### config.mk
export PLATFORM = sky130hd
export DESIGN_NAME = jedro_1_lsu
export DESIGN_NICKNAME = d
export VERILOG_FILES = /design/src/rtl/jedro_1_lsu.sv
export SDC_FILE = /design/constraint.sdc
export NUM_CORES = 1
export LEC_CHECK = 0
export BUFFER_PORTS_ARGS = -buffer_cell sky130_fd_sc_hd__buf_2
export CORE_MARGIN = 10
export CORE_UTILIZATION = 37
export DETAILED_ROUTE_END_ITERATION = 16
export PLACE_DENSITY = 0.78
export SETUP_SLACK_MARGIN = 0.05
export SLEW_MARGIN = 40
export SYNTH_ARGS = -nofsm -noshare
export SYNTH_HDL_FRONTEND = slang
export SYNTH_SLANG_ARGS = --single-unit
### constraint.sdc
create_clock -name clk_i -period 2 [get_ports clk_i]
set_input_delay 0.4 -clock clk_i [delete_from_list [all_inputs] [get_ports clk_i]]
set_output_delay 0.4 -clock clk_i [all_outputs]
set_load 0.01 [all_outputs]
### src/rtl/jedro_1_lsu.sv
// rtl/jedro_1_lsu.sv - load-store unit with byte-lane RAM access, 3-cycle blocking FSM
// Optional misaligned/illegal request reporting: define JEDRO_1_LSU_MISALIGN_EXC_EN.
module jedro_1_lsu #(
  parameter int ADDR_WIDTH = 32,
  parameter int DATA_WIDTH = 32
) (
  input  logic                  clk_i,
  input  logic                  rstn_i,
  input  logic                  req_valid_i,
  output logic                  req_ready_o,
  input  logic                  req_we_i,
  input  logic [2:0]            req_funct3_i,
  input  logic [ADDR_WIDTH-1:0] req_addr_i,
  input  logic [DATA_WIDTH-1:0] req_wdata_i,
  output logic                  done_o,
  output logic [DATA_WIDTH-1:0] rdata_o,
  output logic                  err_o,
  output logic                  ram_en_o,
  output logic [3:0]            ram_we_o,
  output logic [ADDR_WIDTH-1:0] ram_addr_o,
  output logic [DATA_WIDTH-1:0] ram_wdata_o,
  input  logic [DATA_WIDTH-1:0] ram_rdata_i
);

  typedef enum logic [1:0] {IDLE, ACCESS, RESP} state_t;

  localparam logic [1:0] SZ_B = 2'd0;
  localparam logic [1:0] SZ_H = 2'd1;
  localparam logic [1:0] SZ_W = 2'd2;

  state_t                  r_state;
  state_t                  w_next;
  logic                    r_we;
  logic                    r_unsigned;
  logic                    r_err;
  logic [1:0]              r_size;
  logic [1:0]              r_off;
  logic [3:0]              r_be;
  logic [ADDR_WIDTH-3:0]   r_waddr;
  logic [DATA_WIDTH-1:0]   r_wdata;

  logic [1:0]              w_size;
  logic                    w_unsigned;
  logic [1:0]              w_off;
  logic [3:0]              w_be;
  logic [DATA_WIDTH-1:0]   w_wdata;
  logic                    w_err;
  logic                    w_accept;
  logic [DATA_WIDTH-1:0]   w_shifted;
  logic [DATA_WIDTH-1:0]   w_ext;

  // Width decode; unknown codes fall back to a word access
  always_comb begin
    w_size     = SZ_W;
    w_unsigned = 1'b0;
    if (req_we_i) begin
      case (req_funct3_i)
        3'b000:  w_size = SZ_B;
        3'b001:  w_size = SZ_H;
        default: w_size = SZ_W;
      endcase
    end else begin
      case (req_funct3_i)
        3'b000:  w_size = SZ_B;
        3'b001:  w_size = SZ_H;
        3'b100:  begin w_size = SZ_B; w_unsigned = 1'b1; end
        3'b101:  begin w_size = SZ_H; w_unsigned = 1'b1; end
        default: w_size = SZ_W;
      endcase
    end
  end

`ifdef JEDRO_1_LSU_MISALIGN_EXC_EN
  always_comb begin
    w_err = 1'b0;
    if (req_we_i) begin
      w_err = (req_funct3_i != 3'b000) && (req_funct3_i != 3'b001) && (req_funct3_i != 3'b010);
    end else begin
      w_err = (req_funct3_i == 3'b011) || (req_funct3_i == 3'b110) || (req_funct3_i == 3'b111);
    end
    if (w_size == SZ_H && req_addr_i[0]) w_err = 1'b1;
    if (w_size == SZ_W && req_addr_i[1:0] != 2'b00) w_err = 1'b1;
  end
`else
  assign w_err = 1'b0;
`endif

  // Halfwords snap to a[1], words to lane 0
  always_comb begin
    w_off   = 2'b00;
    w_be    = 4'b1111;
    w_wdata = req_wdata_i;
    case (w_size)
      SZ_B: begin
        w_off   = req_addr_i[1:0];
        w_be    = 4'b0001 << req_addr_i[1:0];
        w_wdata = {4{req_wdata_i[7:0]}};
      end
      SZ_H: begin
        w_off   = {req_addr_i[1], 1'b0};
        w_be    = req_addr_i[1] ? 4'b1100 : 4'b0011;
        w_wdata = {2{req_wdata_i[15:0]}};
      end
      default: begin
        w_off   = 2'b00;
        w_be    = 4'b1111;
        w_wdata = req_wdata_i;
      end
    endcase
  end

  assign w_accept = (r_state == IDLE) && req_valid_i;

  always_ff @(posedge clk_i) begin
    if (!rstn_i) begin
      r_state    <= IDLE;
      r_we       <= 1'b0;
      r_unsigned <= 1'b0;
      r_err      <= 1'b0;
      r_size     <= SZ_W;
      r_off      <= 2'b00;
      r_be       <= 4'b0000;
      r_waddr    <= '0;
      r_wdata    <= '0;
    end else begin
      r_state <= w_next;
      if (w_accept) begin
        r_we       <= req_we_i;
        r_unsigned <= w_unsigned;
        r_err      <= w_err;
        r_size     <= w_size;
        r_off      <= w_off;
        r_be       <= req_we_i ? w_be : 4'b0000;
        r_waddr    <= req_addr_i[ADDR_WIDTH-1:2];
        r_wdata    <= w_wdata;
      end
    end
  end

  always_comb begin
    w_next = r_state;
    case (r_state)
      IDLE:    if (req_valid_i) w_next = ACCESS;
      ACCESS:  w_next = RESP;
      RESP:    w_next = IDLE;
      default: w_next = IDLE;
    endcase
  end

  // Load alignment: halfword offsets are 0 or 2, so 8*off also covers 16*a[1]
  assign w_shifted = ram_rdata_i >> {r_off, 3'b000};

  always_comb begin
    w_ext = w_shifted;
    case (r_size)
      SZ_B:    w_ext = r_unsigned ? {24'b0, w_shifted[7:0]}
                                  : {{24{w_shifted[7]}}, w_shifted[7:0]};
      SZ_H:    w_ext = r_unsigned ? {16'b0, w_shifted[15:0]}
                                  : {{16{w_shifted[15]}}, w_shifted[15:0]};
      default: w_ext = w_shifted;
    endcase
  end

  // RAM strobes are gated by rstn_i so a reset cycle never commits a write
  assign req_ready_o = (r_state == IDLE);
  assign ram_en_o    = (r_state == ACCESS) && !r_err && rstn_i;
  assign ram_we_o    = ram_en_o ? r_be : 4'b0000;
  assign ram_addr_o  = {r_waddr, 2'b00};
  assign ram_wdata_o = r_wdata;
  assign done_o      = (r_state == RESP);
  assign rdata_o     = (done_o && !r_we && !r_err) ? w_ext : '0;

`ifdef JEDRO_1_LSU_MISALIGN_EXC_EN
  assign err_o = done_o && r_err;
`else
  assign err_o = 1'b0;
`endif

endmodule

Word-level counts from Yosys, hierarchy flattened
Cells that the tools add are included.
{"block": "classes", "eq_ne": 8, "shifts": 2, "n_mux": 17, "n_reduce_logical": 11}
{"operator": "case mux 32 bit (2 select lines)", "n": 2}
{"operator": "two-way mux 32 bit", "n": 3}
{"operator": "right shift 32 x 5 -> 32 bit", "n": 1}
{"operator": "case mux 2 bit (2 select lines)", "n": 4}
{"operator": "two-way mux 4 bit", "n": 3}
{"operator": "case mux 4 bit (2 select lines)", "n": 1}
{"operator": "equality test 2 x 1 -> 1 bit, second input constant", "n": 3}
{"operator": "equality test 3 bit, second input constant", "n": 2}
{"operator": "zero test 2 bit", "n": 3}
{"operator": "OR reduction 2 bit", "n": 3}
{"operator": "two-way mux 2 bit", "n": 2}
{"operator": "left shift 1 x 2 -> 4 bit, first input constant", "n": 1}
{"operator": "equality test 3 x 1 -> 1 bit, second input constant", "n": 1}
{"operator": "logical AND 1 bit", "n": 3}
{"operator": "zero test 3 bit", "n": 1}
{"operator": "equality test 2 bit, second input constant", "n": 1}
{"operator": "two-way mux 1 bit", "n": 2}
{"operator": "inequality test 2 bit, second input constant", "n": 1}
{"operator": "zero test 1 bit", "n": 1}
{"block": "totals", "regBits": 74, "inputBits": 103, "out_inout_bits": 104, "elab_cells": 46}

Longest topological paths before layout
Gate-level depths: netlist (run 1).
{"block": "logic_depth", "depth_word": 7, "ltp_mapped": 6, "depth_no_buf": 4}

Worst setup path after synthesis (run 1)
Ideal clock, no wire load.
{"block": "synth_path", "kind": "reg2out", "from": "register r_state[1]", "to": "output rdata_o[16]", "arrival_time_ps": 1592, "t_required_ps": 1600, "setup_slack_ps": 8, "path_stages_with_launch": 6, "cell_sequence": "dfxtp_1 > or3b_1 > a311o_1 > or3_1 > buf_6 > o21ai_2"}
{"block": "synth_via", "elab_chain_cells": 3}
{"element": "start: declaration", "line": "31", "text": "state_t r_state;"}
{"element": "start signal: assignment", "line": "126", "text": "r_state <= w_next;"}
{"element": "equality test 2 bit", "line": "170", "text": "assign done_o = (r_state == RESP);"}
{"element": "logical AND 1 bit", "line": "171", "text": "assign rdata_o = (done_o && !r_we && !r_err) ? w_ext : '0;"}
{"element": "two-way mux 32 bit", "line": "171"}
{"element": "end: declaration", "line": "16", "text": "output logic [DATA_WIDTH-1:0] rdata_o,"}
No other way between the ends.

Worst setup path in the final report (run 1)
{"block": "layout_path", "from": "register r_we", "to": "output rdata_o[17]"}
{"block": "layout_via", "elab_chain_cells": 3}
{"element": "start: declaration", "line": "33", "text": "logic r_we;"}
{"element": "start signal: assignment", "line": "128", "text": "r_we <= req_we_i;"}
{"element": "zero test 1 bit", "line": "171"}
{"element": "logical AND 1 bit", "line": "171"}
{"element": "two-way mux 32 bit", "line": "171"}
No other way between the ends.

==> results of run 1 <==
[power groups by stage]
| stage | combinational (W) | sequential, W | clock (W) |
|---|---|---|---|
| after CTS | 0.000764 | 0.00162 | 0.00121 |
| after global routing | 0.000863 | 0.00163 | 0.00126 |
| final | 0.000786 | 0.00162 | 0.00117 |
| after floorplan | 0.000348 | 0.00169 | 0 |
| after global placement | 0.000719 | 0.00165 | 0 |
| after detailed placement | 0.000739 | 0.00165 | 0 |
[how the worst min path moves through the flow]
stage | slack (ns) | depth (start not counted) | endpoint | startpoint
floorplan | 0.42 | 1 | r_state[1] | r_state[1]
global placement | 0.44 | 2 | ram_wdata_o[12] | ram_wdata_o[12]
detailed placement | 0.45 | 2 | ram_wdata_o[9] | ram_wdata_o[9]
CTS | 0.27 | 3 | r_waddr[28] | req_addr_i[30]
global route | 0.29 | 3 | r_waddr[0] | req_addr_i[2]
finish | 0.29 | 3 | r_waddr[19] | req_addr_i[21]
[stage by stage]
step,worst slack [ns],std cells
2_1_floorplan,0.0424,447
6_report,-0.495,791
3_5_place_dp,-0.130,770
5_1_grt,-0.546,790
3_3_place_gp,-0.103,770
4_1_cts,-0.518,788
[tightest hold or removal path, cell delays in order]
cell      delay [ns]
buf_2           0.10
nand2_1         0.04
a21boi_0        0.06
[cells in the final DEF, fill, tap and decap left out, types with 4 or more instances in the layout]
| master | n |
|---|---|
| o21ai_0 | 5 |
| nor2b_1 | 14 |
| and2_1 | 7 |
| a211oi_2 | 6 |
| a21o_1 | 8 |
| buf_4 | 22 |
| buf_2 | 201 |
| a22oi_1 | 7 |
| clkbuf_8 | 9 |
| o21ai_2 | 8 |
| o211ai_1 | 16 |
| mux2i_2 | 4 |
| mux2i_1 | 20 |
| nand2_1 | 111 |
| nor2_2 | 4 |
| a21boi_0 | 44 |
| a221oi_2 | 4 |
| o211a_1 | 8 |
| a211oi_1 | 8 |
| a21boi_1 | 11 |
| mux2_2 | 8 |
| dfxtp_1 | 70 |
| nor2_1 | 11 |
[flip-flops by register name (all words and copies together), names as in the netlist]
| register | flops |
|---|---|
| r_we | 1 |
| r_waddr | 30 |
| r_state | 2 |
| r_be | 4 |
| r_unsigned | 1 |
| ram_wdata_o | 32 |
| r_off | 2 |
| r_size | 2 |
[kinds of logic (layout without fill, tap and decap cells)]
logic type	Yosys count	after routing	synth area share, %
AND/OR/NAND/NOR	163	163	19.3
AO/OA/AOI/OAI	134	134	27.2
other	1	5	0.0996
buffers and inverters	40	249	4.69
flip-flops	74	74	39.3
multiplexers	33	33	9.37
[metal layers]
layer,part of all wire (%),wire length [µm],vias to the layer above,track usage (%)
li1,-,-,1969,-
met1,37,5180,1936,18.8
met2,53,7390,152,30.4
met3,8.0,1120,30,6.33
met4,2.3,324,0,7.77
met5,0,0,-,0
[area by class of cell]
cell class,count,share of cell area (%)
antenna,2,0.0915
clock buffer,9,2.26
clock inverter,7,1.37
inverter,3,0.252
multi-input combinational,333,42.0
sequential,74,27.3
tap,133,3.04
timing repair buffer,230,23.7
[timing repair]
action | CTS | global route
endpoints found under the setup margin | 32 | 31
gates resized for setup | 22 | 25
pin swaps | 8 | 5
gates cloned | 1 | 0
setup buffers | 1 | 2
==> results.ini, run 1 <==
[outcome]
violations=negative setup slack
outcome=finished, violations left

[global_routing]
antenna_found_initial=1
grt_pass1_vias=4197
grt_overflow=0
grt_usage_pct=17.6
grt_pass1_wl_um=21300
grt_max_degree=74

[sta]
fmax_ghz=0.401
fin_crit_sh_pct=125
period_minus_slack_ns=2.49
hold_viol=0
tns_ns=-8.90
final_max_slew_viol_count=0
setup_slack_ns=-0.495
relSlewSlack_pct=55.7
rsz0062_at_grt=true
timing.hold.ws_ns=0.292
worst_pin_slew_ns=0.664
finClkSkew_ns=0.00886
setup_viol_count_final=27

[synth]
ys_top_cells_by_count=112 x nand2_1, 74 x dfxtp_1, 44 x a21boi_0
syn_area_mm2=0.00376
synth-seq-area-share_pct=39.3
yosysWarnings=0
synth-edff-count=0
post_synth.cell_area_avg_um2=8.46
synth_top_area_share_pct=39.3
synth-seq-cells=74
synth.most_common_cell=nand2_1
syn-instance-count=445
synth_cell_types=36
synth_area_leaders=dfxtp_1 39%, nand2_1 11%, a21boi_0 8.8%
async_flop_share_pct=0
ys.flop_type=dfxtp_1
synth_top_area_cell=dfxtp_1

[floorplanning]
fp.dieH_um=121
fp.dieArea_mm2=0.0146
coreArea_mm2=0.00986
rows=36
start_util_pct=38.2
die_x_um=121
io_pins=207

[routing]
wl_per_cell_um=17.7
vias_per_cell=5.17
vias=4087
drt_first_pass_iters=4
drt-total-wl_um=14000
post-route-drc-count=0
drt_iter0_drc=254
drtAntennaViolNets=0

[power]
pwr-share-seq_pct=45.3
p_per_area_mw_per_mm2=652
finalPower_w=0.00357
clkPwrFrac_pct=32.7
vdd_drop_max_mv=0.371
p_sw_share_pct=29.9
internal_power_w=0.00250
leakage_nw=2.68
net-switching-power_w=0.00107
pwr-share-comb_pct=22.0

[worst_setup_path]
path_class=reg2out
worst_setup_path_start_kind=register
cp.arrival_ns=2.09
rr_worst_depth=6
crit_slowest_cell=or3b_4
r2r-end=r_waddr[12]
end_kind=primary output
cp.depth=6
cpLargestDelayFamily=simple AND/OR/NAND/NOR gates
critPathLaunch=r_we
worstReg2RegStart=r_state[1]
crit_required_ns=1.60
crit_fanout=4
r2r_slack_ns=0.39
slowest_delay_ns=0.39
crit_end=rdata_o[17]
crit_chain=or3b_4 > a311o_1 > or3_4 > buf_4 > o21ai_2 > buf_2
cp_num_buf_inv=2

[final_layout]
regArea_mm2=0.00149
finalNetCount=754
fin_area_mm2=0.00547
final_core_util_pct=55.5
syn2layout_area_growth_pct=45.3
drive_gt1_share_pct=46.2
multi_input_area_mm2=0.00230
filler_cell_count=889

[clock_network]
clk_latency_ns=0.35
root_buffer=clkbuf_8
clock_path_buffers=2
clk_pin_slew_worst_paths_ns=0.09
h-tree-depth=3
cts_tree=done
cts_buffers=9
cts_hold_buf=0
cts.sinks=74

[place]
place_congestion=0.852
dp_hpwl_um=10200
placed_area_mm2=0.00501
io_buffers=203

[min_path]
hp-class=in2reg

[flow_run]
max_cap_viol_count=0

Note: power is estimated with default switching activity, not from simulation.
==> inputs of run 2 (changes only) <==
==> constraint.sdc (replaced) <==
create_clock -name clk_i -period 2 [get_ports clk_i]
set_input_delay 0.3 -clock clk_i [delete_from_list [all_inputs] [get_ports clk_i]]
set_output_delay 0.3 -clock clk_i [all_outputs]
set_load 0.01 [all_outputs]
==> results.ini, run 2 (synthesis gave the netlist of run 1 again) <==
[final_layout]
syn2layout_area_growth_pct=44.7
regArea_mm2=0.00149  ; -0.25%
filler_cell_count=892  ; +0.34%
final_cell_mix=199 x buf_2, 111 x nand2_1, 71 x dfxtp_1
multi_input_area_mm2=0.00225  ; -2.1%
final_common_cell=buf_2
finalNetCount=751  ; -0.40%
largest_reg_flops=32  ; unchanged
final_core_util_pct=55.2  ; -0.24 points
drive_gt1_share_pct=44.3  ; -1.9 points
diodes=0  ; -2

[flow_run]
max_cap_viol_count=0  ; unchanged

[routing]
post-route-drc-count=0  ; unchanged
drt_first_pass_iters=4  ; unchanged
drt-total-wl_um=13600  ; -2.7%
wl_per_cell_um=17.4  ; -2.0%
vias=4037  ; -1.2%
vias_per_cell=5.14  ; -0.60%
drt_iter0_drc=252  ; -0.79%
drtAntennaViolNets=0  ; unchanged

[worst_setup_path]
worst_setup_path_start_kind=register
path_class=reg2out
crit_fanout=4  ; unchanged
worstReg2RegStart=r_state[1]
crit_required_ns=1.70  ; +0.10 ns
cp.arrival_ns=2.09  ; about the same
end_kind=primary output
critPathLaunch=r_we

[floorplanning]
coreArea_mm2=0.00986  ; unchanged
fp.dieH_um=121  ; unchanged
rows=36  ; unchanged
die_x_um=121  ; unchanged
fp.dieArea_mm2=0.0146  ; unchanged
io_pins=207  ; unchanged
start_util_pct=38.2  ; unchanged

[place]
dpl_worst_slack_ns=-0.0626  ; +0.0669 ns
io_buffers=203  ; unchanged
dp_hpwl_um=10300  ; +0.47%
place_congestion=0.844  ; -0.92%

[min_path]
hp-class=in2reg
min_from=req_addr_i[30]

[global_routing]
grt_pass1_wl_um=21400  ; +0.45%
grt_usage_pct=17.8  ; +0.21 points
grt_pass1_vias=4154  ; -1.0%
grt_max_degree=74  ; unchanged
grt_overflow=0  ; unchanged
antenna_found_initial=0  ; -1

[clock_network]
cts_tree=done
cts_buffers=9  ; unchanged
cts.sinks=74  ; unchanged
clock_path_buffers=2  ; unchanged
root_buffer=clkbuf_8
cts_hold_buf=0  ; unchanged
clk_pin_slew_worst_paths_ns=0.08  ; about the same
h-tree-depth=3  ; unchanged
clk_latency_ns=0.35  ; about the same

[sta]
fin_crit_sh_pct=120  ; -5.0 points
finClkSkew_ns=0.0108  ; +0.00198 ns
period_minus_slack_ns=2.39  ; -0.100 ns
rsz0062_at_grt=true
worst_pin_slew_ns=0.638  ; -0.0263 ns
setup_slack_ns=-0.394  ; +0.100 ns
relSlewSlack_pct=57.5  ; +1.8 points
final_max_slew_viol_count=0  ; unchanged
hold_viol=0  ; unchanged
setup_viol_count_final=24  ; -11%
fmax_ghz=0.418  ; +4.2%

[power]
vdd_drop_max_mv=0.486  ; +31%
leakage_nw=2.66  ; -0.75%
p_per_area_mw_per_mm2=680  ; +4.2%

[outcome]
outcome=finished, violations left
violations=negative setup slack

## run 2: critical path, cell delays in order (launching register included)
cell and delay [ns]:
dfxtp_1 0.32, or3b_4 0.40, a311o_1 0.35, or3_4 0.35, buf_6 0.14, o21ai_2 0.05
buf_2 0.15
## run 2: timing repair
item | in CTS | in global routing
setup endpoints to repair | 24 | 28
gates resized for setup | 25 | 15
buffers inserted | 1 | 2
pin swaps | 8 | 5
cloned | 1 | 0
## run 2: stage by stage
step           setup TNS [ns]  hold slack [ns]  cell area (µm²)  total power (W)  std cells
6_report                -6.60            0.194             5450          0.00370        786
4_1_cts                 -6.48            0.174             5370          0.00373        785
3_5_place_dp           -0.385            0.441             5000          0.00239        767
3_3_place_gp           -0.115            0.435             5000          0.00236        767
5_1_grt                 -8.40            0.176             5450          0.00390        786
2_1_floorplan               0            0.434             3770          0.00204        447
## run 2: area by class of cell
cell class,instances,share of cell area (%)
multi-input cells,333,41.3
flip-flops and latches,74,27.3
repair buffers,227,23.9
well taps,133,3.05
clock buffers,11,2.60
clock inverters,5,1.56
inverters,3,0.253
## run 2: path summary, 6_finish.rpt
path / end / slack, ns / cells past startpoint
max: rdata_o[17] / -0.39 / 6
min: r_waddr[28] / 0.19 / 3
min reg2reg: ram_wdata_o[14] / 0.45 / 2
max reg2reg: r_off[0] / 0.34 / 6
## run 2: metal layers
metal	vias to the layer above	share of wire (%)	GRT usage (%)
met5	-	0	0
li1	1958	-	-
met1	1938	39	18.9
met3	12	7.3	6.10
met2	129	53	32.6
met4	0	1.5	4.75
## run 2: power breakdown
group	internal [W]	switching, W	total [W]
Combinational	0.000341	0.000428	0.000769
Sequential	0.00157	0.0000479	0.00162
Clock	0.000746	0.000571	0.00132
